**config.mk**
```make
export PLATFORM = sky130hd
export DESIGN_NAME = sum_engine
export DESIGN_NICKNAME = d
export VERILOG_FILES = /design/src/rtl/sum_engine.sv
export SDC_FILE = /design/constraint.sdc
export NUM_CORES = 1
export LEC_CHECK = 0
export CORE_MARGIN = 2
export CORE_UTILIZATION = 60
export DETAILED_ROUTE_END_ITERATION = 10
export PLACE_DENSITY_LB_ADDON = 0.05
export SLEW_MARGIN = 15
export SYNTH_ARGS = -nofsm -noshare
export SYNTH_HDL_FRONTEND = slang
export SYNTH_SLANG_ARGS = --single-unit
```
**constraint.sdc**
```tcl
create_clock -name clk -period 5.35 [get_ports clk]
set_input_delay 1.605 -clock clk [delete_from_list [all_inputs] [get_ports clk]]
set_output_delay 1.605 -clock clk [all_outputs]
set_load 0.005 [all_outputs]
```
**src/rtl/sum_engine.sv**
```systemverilog
// sum_engine: multi-cycle summation controller plus datapath.
// Computes step + 2*step + 3*step + ... over all terms <= limit, modulo
// 2^WIDTH, and flags whether the result wrapped. A six-state controller
// (IDLE, INIT, CHECK, ADD, OUT, DONE) sequences a small accumulator datapath.
// The controller decodes one-cycle strobes that tell the datapath what to do
// on the next rising edge.

module sum_engine #(
    parameter int WIDTH = 8,
    parameter int CNT_W = 8
) (
    input  logic             clk,
    input  logic             rst,
    input  logic             start,
    input  logic [CNT_W-1:0] limit,
    input  logic [CNT_W-1:0] step,
    output logic [WIDTH-1:0] outPort,
    output logic             busy,
    output logic             done,
    output logic             overflow
);

    // The accumulator add must cover whichever of the sum and the term is
    // wider, plus one bit so that a carry out of the WIDTH-bit sum is visible.
    localparam int SUM_W = ((WIDTH > CNT_W) ? WIDTH : CNT_W) + 1;

    typedef enum logic [2:0] {
        IDLE,
        INIT,
        CHECK,
        ADD,
        OUT,
        DONE
    } state_t;

    state_t state_q;
    state_t state_d;

    // Operands captured when a request is accepted, so input changes during
    // a run have no effect on it.
    logic [CNT_W-1:0] limit_q;
    logic [CNT_W-1:0] step_q;

    // Loop state: i is the most recently added term, sum the running total.
    logic [CNT_W-1:0] i_q;
    logic [WIDTH-1:0] sum_q;
    logic             wrap_q;

    // Controller strobes, decoded from the current state.
    logic accept;
    logic clear_loop;
    logic do_add;
    logic load_result;

    // Datapath combinational results.
    logic [CNT_W:0]   i_next;
    logic             more_terms;
    logic [SUM_W-1:0] sum_ext;
    logic             sum_carry;

    // ------------------------------------------------------------------
    // Datapath arithmetic
    // ------------------------------------------------------------------

    // Next term and its bound check, one bit wider than the counter so the
    // candidate term can never wrap back under the limit.
    always_comb begin
        i_next     = {1'b0, i_q} + {1'b0, step_q};
        more_terms = (i_next <= {1'b0, limit_q});
    end

    // Accumulate the next term with enough headroom to see the carry out.
    always_comb begin
        sum_ext   = SUM_W'(sum_q) + SUM_W'(i_next);
        sum_carry = |sum_ext[SUM_W-1:WIDTH];
    end

    // ------------------------------------------------------------------
    // Controller: state register / next state / outputs
    // ------------------------------------------------------------------

    // State register; reset returns the controller to IDLE at once.
    always_ff @(posedge clk or negedge rst) begin
        // NOTE: all clocked state uses non-blocking assignments so every
        // register samples pre-edge values regardless of block ordering.
        if (!rst) begin
            state_q <= IDLE;
        end else begin
            state_q <= state_d;
        end
    end

    // Next-state logic; start is only looked at in IDLE.
    always_comb begin
        // NOTE: default assignment first so no path leaves state_d unassigned,
        // which would otherwise infer a latch.
        state_d = state_q;
        unique case (state_q)
            IDLE:    if (start) state_d = INIT;
            INIT:    state_d = CHECK;
            CHECK:   state_d = more_terms ? ADD : OUT;
            ADD:     state_d = CHECK;
            OUT:     state_d = DONE;
            DONE:    state_d = IDLE;
            default: state_d = IDLE;
        endcase
    end

    // Moore outputs and datapath strobes decoded from the current state.
    always_comb begin
        busy        = 1'b1;
        done        = 1'b0;
        accept      = 1'b0;
        clear_loop  = 1'b0;
        do_add      = 1'b0;
        load_result = 1'b0;
        unique case (state_q)
            IDLE: begin
                busy   = 1'b0;
                accept = start;
            end
            INIT:    clear_loop  = 1'b1;
            CHECK:   ;
            ADD:     do_add      = 1'b1;
            OUT:     load_result = 1'b1;
            DONE:    done        = 1'b1;
            default: busy        = 1'b0;
        endcase
    end

    // ------------------------------------------------------------------
    // Datapath registers
    // ------------------------------------------------------------------

    // Capture the request operands; a zero step would never terminate, so
    // it is replaced by one.
    always_ff @(posedge clk or negedge rst) begin
        if (!rst) begin
            limit_q <= '0;
            step_q  <= '0;
        end else if (accept) begin
            limit_q <= limit;
            step_q  <= (step == '0) ? CNT_W'(1) : step;
        end
    end

    // Loop counter, running sum and sticky wrap flag for the current run.
    always_ff @(posedge clk or negedge rst) begin
        if (!rst) begin
            i_q    <= '0;
            sum_q  <= '0;
            wrap_q <= 1'b0;
        end else if (clear_loop) begin
            i_q    <= '0;
            sum_q  <= '0;
            wrap_q <= 1'b0;
        end else if (do_add) begin
            // i_next fits in CNT_W bits here because it passed the bound check.
            i_q    <= i_next[CNT_W-1:0];
            sum_q  <= sum_ext[WIDTH-1:0];
            wrap_q <= wrap_q | sum_carry;
        end
    end

    // Published result; holds from one OUT edge to the next.
    always_ff @(posedge clk or negedge rst) begin
        if (!rst) begin
            outPort  <= '0;
            overflow <= 1'b0;
        end else if (load_result) begin
            outPort  <= sum_q;
            overflow <= wrap_q;
        end
    end

endmodule

```
==> metrics.md, run 1 <==
| Metric | Value |
|---|---|
| Synth Area in Simple Gates | `0.125` |
| Post-synthesis adder-cell area fraction | `0.128` |
| Final WL | `4970 µm` |
| Relative slew slack | `0.339` |
| Ys async rst share | `1.00` |
| Crit-path max FO | `9` |
| Maxcap violations | `0` |
| Worst EP arrival | `1.61 ns` |
| Fillers | `334` |
| Final Hold Vio Count | `0` |
| Number of synthesized flops with an enable pin | `0` |
| Die footprint | `0.00499 mm²` |
| WP data required | `3.74 ns` |
| Worst-path cell chain | `nor2b_1 -> and2_1 -> clkdlybuf4s50_1` |
| Post-CTS setup buffer count | `0` |
| Final GP Congestion | `0.867` |
| Slowest CP cell | `clkdlybuf4s50_1` |
| Combinational power share | `0.037` |
| Syn avg cell area | `10.5 µm²` |
| Cell area after layout | `0.00305 mm²` |
| Clk_skew | `0.00806 ns` |
| Number of buffers created by CTS | `5` |
| Pre-antenna DRT Iters | `4` |
| DIE WIDTH | `70.6 µm` |
| Xor/xnor cell area share of the yosys netlist | `0.0296` |
| ANT nets after route | `0` |
| Main combinational cell family by area after synthesis | `compound AO/OA/AOI/OAI gates` |
| Dpl hpwl | `3670 µm` |
| Fin nets | `326` |
| Most frequent cells in the layout | `45 x dfrtp_1, 28 x clkdlybuf4s50_1, 24 x ha_1, 21 x nand2_1, 18 x inv_1` |
| Fmax | `0.311 GHz` |
| Most common cell after layout, fill and taps aside | `dfrtp_1` |
| RSZ-0062 raised after global routing | `no` |
| Iteration-0 DRC count of the detailed router | `38` |
| Reg power frac | `0.609` |
| Worst Hold Class | `reg2reg` |
| First-pass GRT wire length | `8970 µm` |
| Initial core utilization | `0.616` |
| Sw frac | `0.216` |
| Setup TNS | `0 ns` |
| Synth unique cells | `55` |
| Main synth FF type | `dfrtp_1` |
| Worst vdd ir | `0.142 mV` |
| Crit-path max cell delay | `0.49 ns` |
| Mapped Cells | `253` |
| Internal Power | `437 µW` |
| Register area share after synthesis | `0.423` |
| CTS sink cnt | `45` |
| Clk network pwr share | `0.354` |
| Overflow after GRT | `0` |
| Clk root buf | `clkbuf_8` |
| Net Count, Synth | `298` |
| Antenna fix cells | `0` |
| Crit Path Class | `reg2out` |
| Max clock buf depth | `2` |
| Switching power total | `121 µW` |
| Post-DP Area | `0.00297 mm²` |
| Wire length per cell | `15.0 µm` |
| Vias | `1945` |
| Largest net degree at the start of global routing | `46` |
| Crit path max-delay family | `buffers and inverters` |
| Hold buffer count at cts | `0` |
| Setup crit start kind | `flip-flop` |
| Yosys warns | `0` |
| Synth Register Bits | `45` |
| Leak pwr | `0.00147 µW` |
| Share of cells above drive strength 1 | `0.107` |
| Io pins | `30` |
| Max Slew Vio Count | `0` |
| Number of global-route vias before repair | `1935` |
| Multiplexer share of the synthesized area | `0.0714` |
| H-tree levels | `2` |
| PwrDens | `183 mW/mm²` |
| Critical Path Sink Type | `output port` |
| Clock slew at reported path FFs | `0.08 ns` |
| Tcrit/Tclk final | `0.601` |
| Final min period | `3.22 ns` |
| Initial antenna violation count | `0` |
| Compound-Gate Fraction of Synth Area | `0.182` |
| Outcome | `completed` |
| CTS tree | `built` |
| Mapped Area | `0.00266 mm²` |
| Resize count post-CTS | `0` |
| Die Y | `70.6 µm` |
| Area Growth Syn to Fin | `14.5%` |
| WP buf/inv | `1` |
| Drt drc | `0` |
| DR vias/cell | `5.86` |
| Core box area | `0.00432 mm²` |
| Row count | `24` |
| Worst slew pin tran | `0.992 ns` |
| Latest clock arrival within the worst-skew pair | `0.30 ns` |
| Setup violators final | `0` |
| Gr usage total | `0.230` |
| Port bufs | `29` |
## area by class of cell
type | count | area [µm²] | area share
tap | 52 | 65.1 | 0.0213
inverter | 19 | 71.3 | 0.0234
sequential | 45 | 1130 | 0.369
clock buffer | 5 | 68.8 | 0.0226
timing repair buffer | 29 | 285 | 0.0936
clock inverter | 1 | 5.00 | 0.00164
multi-input combinational | 181 | 1430 | 0.468
## cells in the mapped netlist, types with 5 or more instances
cell / number / area [µm²]
nand2b_1: 5 / 31.3
dfrtp_1: 45 / 1130
inv_1: 18 / 67.6
a21o_1: 9 / 67.6
nand2_1: 21 / 78.8
a22o_1: 5 / 43.8
a21oi_1: 12 / 60.1
o21ai_0: 15 / 75.1
xnor2_1: 7 / 61.3
mux2_2: 16 / 180
nand3_1: 5 / 25.0
ha_1: 24 / 300
o31ai_1: 5 / 37.5
nor2_1: 7 / 26.3
## tightest hold or removal path: stages (launching register included)
cell and delay [ns]:
dfrtp_1 0.36, nand2_1 0.05, o31ai_1 0.06
## power by group through the flow
stage / combinational, µW / clock, µW / sequential, µW
finish: 20.7 / 197 / 340
global route: 23.3 / 213 / 340
CTS: 21.2 / 202 / 340
detailed placement: 21.1 / 0 / 347
global placement: 21.0 / 0 / 347
floorplan: 0.726 / 0 / 347
## flip-flops by register name, indices dropped and copies added (netlist names)
| name | count |
|---|---|
| i_q | 8 |
| limit_q | 8 |
| outPort | 8 |
| overflow | 1 |
| state_q | 3 |
| step_q | 8 |
| sum_q | 8 |
| wrap_q | 1 |
## through the flow
step	util	instances	hold slack [ns]	power (µW)	worst slack (ns)
2_1_floorplan	-	253	0.453	347	2.46
3_3_place_gp	0.688	326	0.468	368	2.09
3_5_place_dp	0.688	326	0.495	368	2.06
4_1_cts	0.705	332	0.514	563	2.12
5_1_grt	0.705	332	0.528	576	1.95
6_report	0.705	332	0.506	558	2.13
## kinds of logic (layout without fill, tap and decap cells)
kind of cell / count (synthesis) / in the layout
flip-flops: 45 / 45
adder cells (fa/ha/maj): 26 / 26
AO/OA/AOI/OAI: 67 / 67
XOR/XNOR: 9 / 9
AND/OR/NAND/NOR: 62 / 62
multiplexers: 17 / 17
buffers and inverters: 27 / 54
## metal layers
metal	part of all wire	vias to the layer above	track usage
li1	-	967	-
met1	0.50	929	0.341
met2	0.44	38	0.340
met3	0.045	11	0.0385
met4	0.018	0	0.0964
met5	0	-	0
## final timing paths
kind                             from    endpoint  slack, ns  cells after the start
setup / recovery           state_q[1]        done       2.13                      3
hold / removal                 i_q[0]      i_q[0]       0.51                      2
setup reg to reg               i_q[0]  state_q[2]       2.17                     13
hold reg to reg                i_q[0]      i_q[0]       0.51                      2
max in group asynchronous         rst    sum_q[2]       3.27                      1
min in group asynchronous         rst  limit_q[1]       1.46                      1
Power figures use the tool's default switching activity.
==> run 2: changes to the inputs <==
- CORE_UTILIZATION: 60 -> 56
- clock period: 5.35 -> 3.1 ns (I/O delays scaled with it)
==> metrics.md, run 2 (synthesized netlist as in run 1, its figures left out) <==
| Metric | Value |
|---|---|
| Max Slew Vio Count | `0` |
| Depth of the most critical reg-to-reg path | `13` |
| ANT nets after route | `0` |
| Area Growth Syn to Fin | `19.5%` |
| Die footprint | `0.00532 mm²` |
| RSZ-0062 raised after global routing | `no` |
| Hold wc startpoint | `i_q[0]` |
| Met2 WL | `2530 µm` |
| Worst r2r dst | `state_q[2]` |
| Largest net degree at the start of global routing | `24` |
| Port bufs | `29` |
| Latest clock arrival within the worst-skew pair | `0.30 ns` |
| R2R Setup Slk | `0.18 ns` |
| Worst flop-to-flop path startpoint | `step_q[0]` |
| Number of buffers created by CTS | `5` |
| Cell area after layout | `0.00318 mm²` |
| Clk root buf | `clkbuf_8` |
| Final min period | `2.92 ns` |
| Initial core utilization | `0.571` |
| Dpl cells | `331` |
| Hold Path Sink | `i_q[0]` |
| DIE WIDTH | `73.0 µm` |
| First-pass GRT wire length | `9140 µm` |
| Worst Hold Class | `reg2reg` |
| Final WL | `5390 µm` |
| Leak pwr | `0.00153 µW` |
| Row count | `25` |
| Overflow after GRT | `0` |
| Vias | `1957` |
| Fmax | `0.342 GHz` |
| PwrDens | `340 mW/mm²` |
| Outcome | `completed` |
| Post-DP Area | `0.00300 mm²` |
| Most frequent cells in the layout | `45 x dfrtp_1, 28 x clkdlybuf4s50_1, 22 x ha_1, 21 x nand2_1, 18 x inv_1` |
| Setup crit start kind | `flip-flop` |
| Antenna fix cells | `0` |
| Post-layout util | `0.683` |
| Tcrit/Tclk final | `0.943` |
| Drt drc | `0` |
| Critical Path Sink Type | `flip-flop` |
| Final GP Congestion | `0.838` |
| Post-route insts no fill | `342` |
| Pre-antenna DRT Iters | `4` |
| DR top layer | `met4` |
| Final Hold Vio Count | `0` |
| Crit-path max FO | `3` |
| CTS sink cnt | `45` |
| Max clock buf depth | `2` |
| Setup violators final | `0` |
| Clock slew at reported path FFs | `0.08 ns` |
| Crit Path Class | `reg2reg` |
| Io pins | `30` |
| Worst vdd ir | `0.160 mV` |
| Dpl hpwl | `4100 µm` |
| DR vias/cell | `5.72` |
| Fin nets | `332` |
| Iteration-0 DRC count of the detailed router | `94` |
| WP data required | `3.28 ns` |
| H-tree levels | `2` |
| Gr usage total | `0.225` |
| Wire length per cell | `15.8 µm` |
| M1 WL | `2640 µm` |
| Worst slew pin tran | `0.557 ns` |
| Relative slew slack | `0.627` |
| Die Y | `73.0 µm` |
| CTS tree | `built` |
| Maxcap violations | `0` |
| Share of cells above drive strength 1 | `0.160` |
| Critical path startpoint | `step_q[0]` |
| Initial antenna violation count | `0` |
| Core box area | `0.00466 mm²` |
| Number of global-route vias before repair | `1915` |
| Clk_skew | `0.00517 ns` |
| Worst hold path cell count | `2` |
| Most common cell after layout, fill and taps aside | `dfrtp_1` |
| Worst EP arrival | `3.11 ns` |
| Wire length on met3 | `161 µm` |
## run 2: critical path, cell delays in order, from the launching register on
cell and delay [ns]:
dfrtp_1 0.36, ha_2 0.18, inv_1 0.05, fa_2 0.35
nand2b_4 0.16, a21oi_2 0.17, nor2_1 0.09, xnor2_2 0.19
ha_1 0.27, a21o_1 0.17, a21o_1 0.20, a2111oi_4 0.21
a211oi_2 0.11, o31a_1 0.29
## run 2: through the flow
step	setup TNS, ns	hold WS [ns]	total power, µW	setup slack (ns)
after floorplan	0	0.453	600	0.211
final	0	0.502	1080	0.176
after detailed placement	-0.121	0.474	636	-0.0770
after global routing	0	0.524	1110	0.0118
after CTS	0	0.500	1090	0.0146
after global placement	0	0.476	635	0.0390
## run 2: worst max-delay path by stage
stage	endpoint	slack (ns)	depth (start not counted)
floorplan	state_q[2]	0.21	13
finish	state_q[2]	0.18	13
global placement	state_q[2]	0.04	13
CTS	state_q[2]	0.01	13
global route	state_q[2]	0.01	13
detailed placement	state_q[2]	-0.08	13
## run 2: layout make-up
cell class | count | area [µm²]
multi-input combinational | 181 | 1470
sequential | 45 | 1130
tap | 54 | 67.6
clock buffer | 7 | 86.3
timing repair buffer | 35 | 330
fill | 362 | 1480
clock inverter | 1 | 30.0
inverter | 19 | 71.3
## run 2: timing repair
| action | in CTS | in global routing |
|---|---|---|
| setup endpoints to repair | 3 | 7 |
| pin swaps | 0 | 4 |
| buffers inserted | 0 | 3 |
| hold buffers | 0 | 0 |
| endpoints found under the hold margin | 0 | 0 |
| gates resized for setup | 2 | 7 |
## run 2: power by group
group	leakage (µW)	total, µW	switching (µW)	internal [µW]
registers	0.000551	586	0	586
clock network	0.0000585	458	195	263
logic	0.000924	36.8	16.1	20.7
total	0.00153	1080	211	870
## run 2: routing by layer
metal  vias up  global-route usage
li1        983                   -
met1       937               0.327
met2        32               0.354
met3         5              0.0290
met4         0              0.0679
met5         -                   0
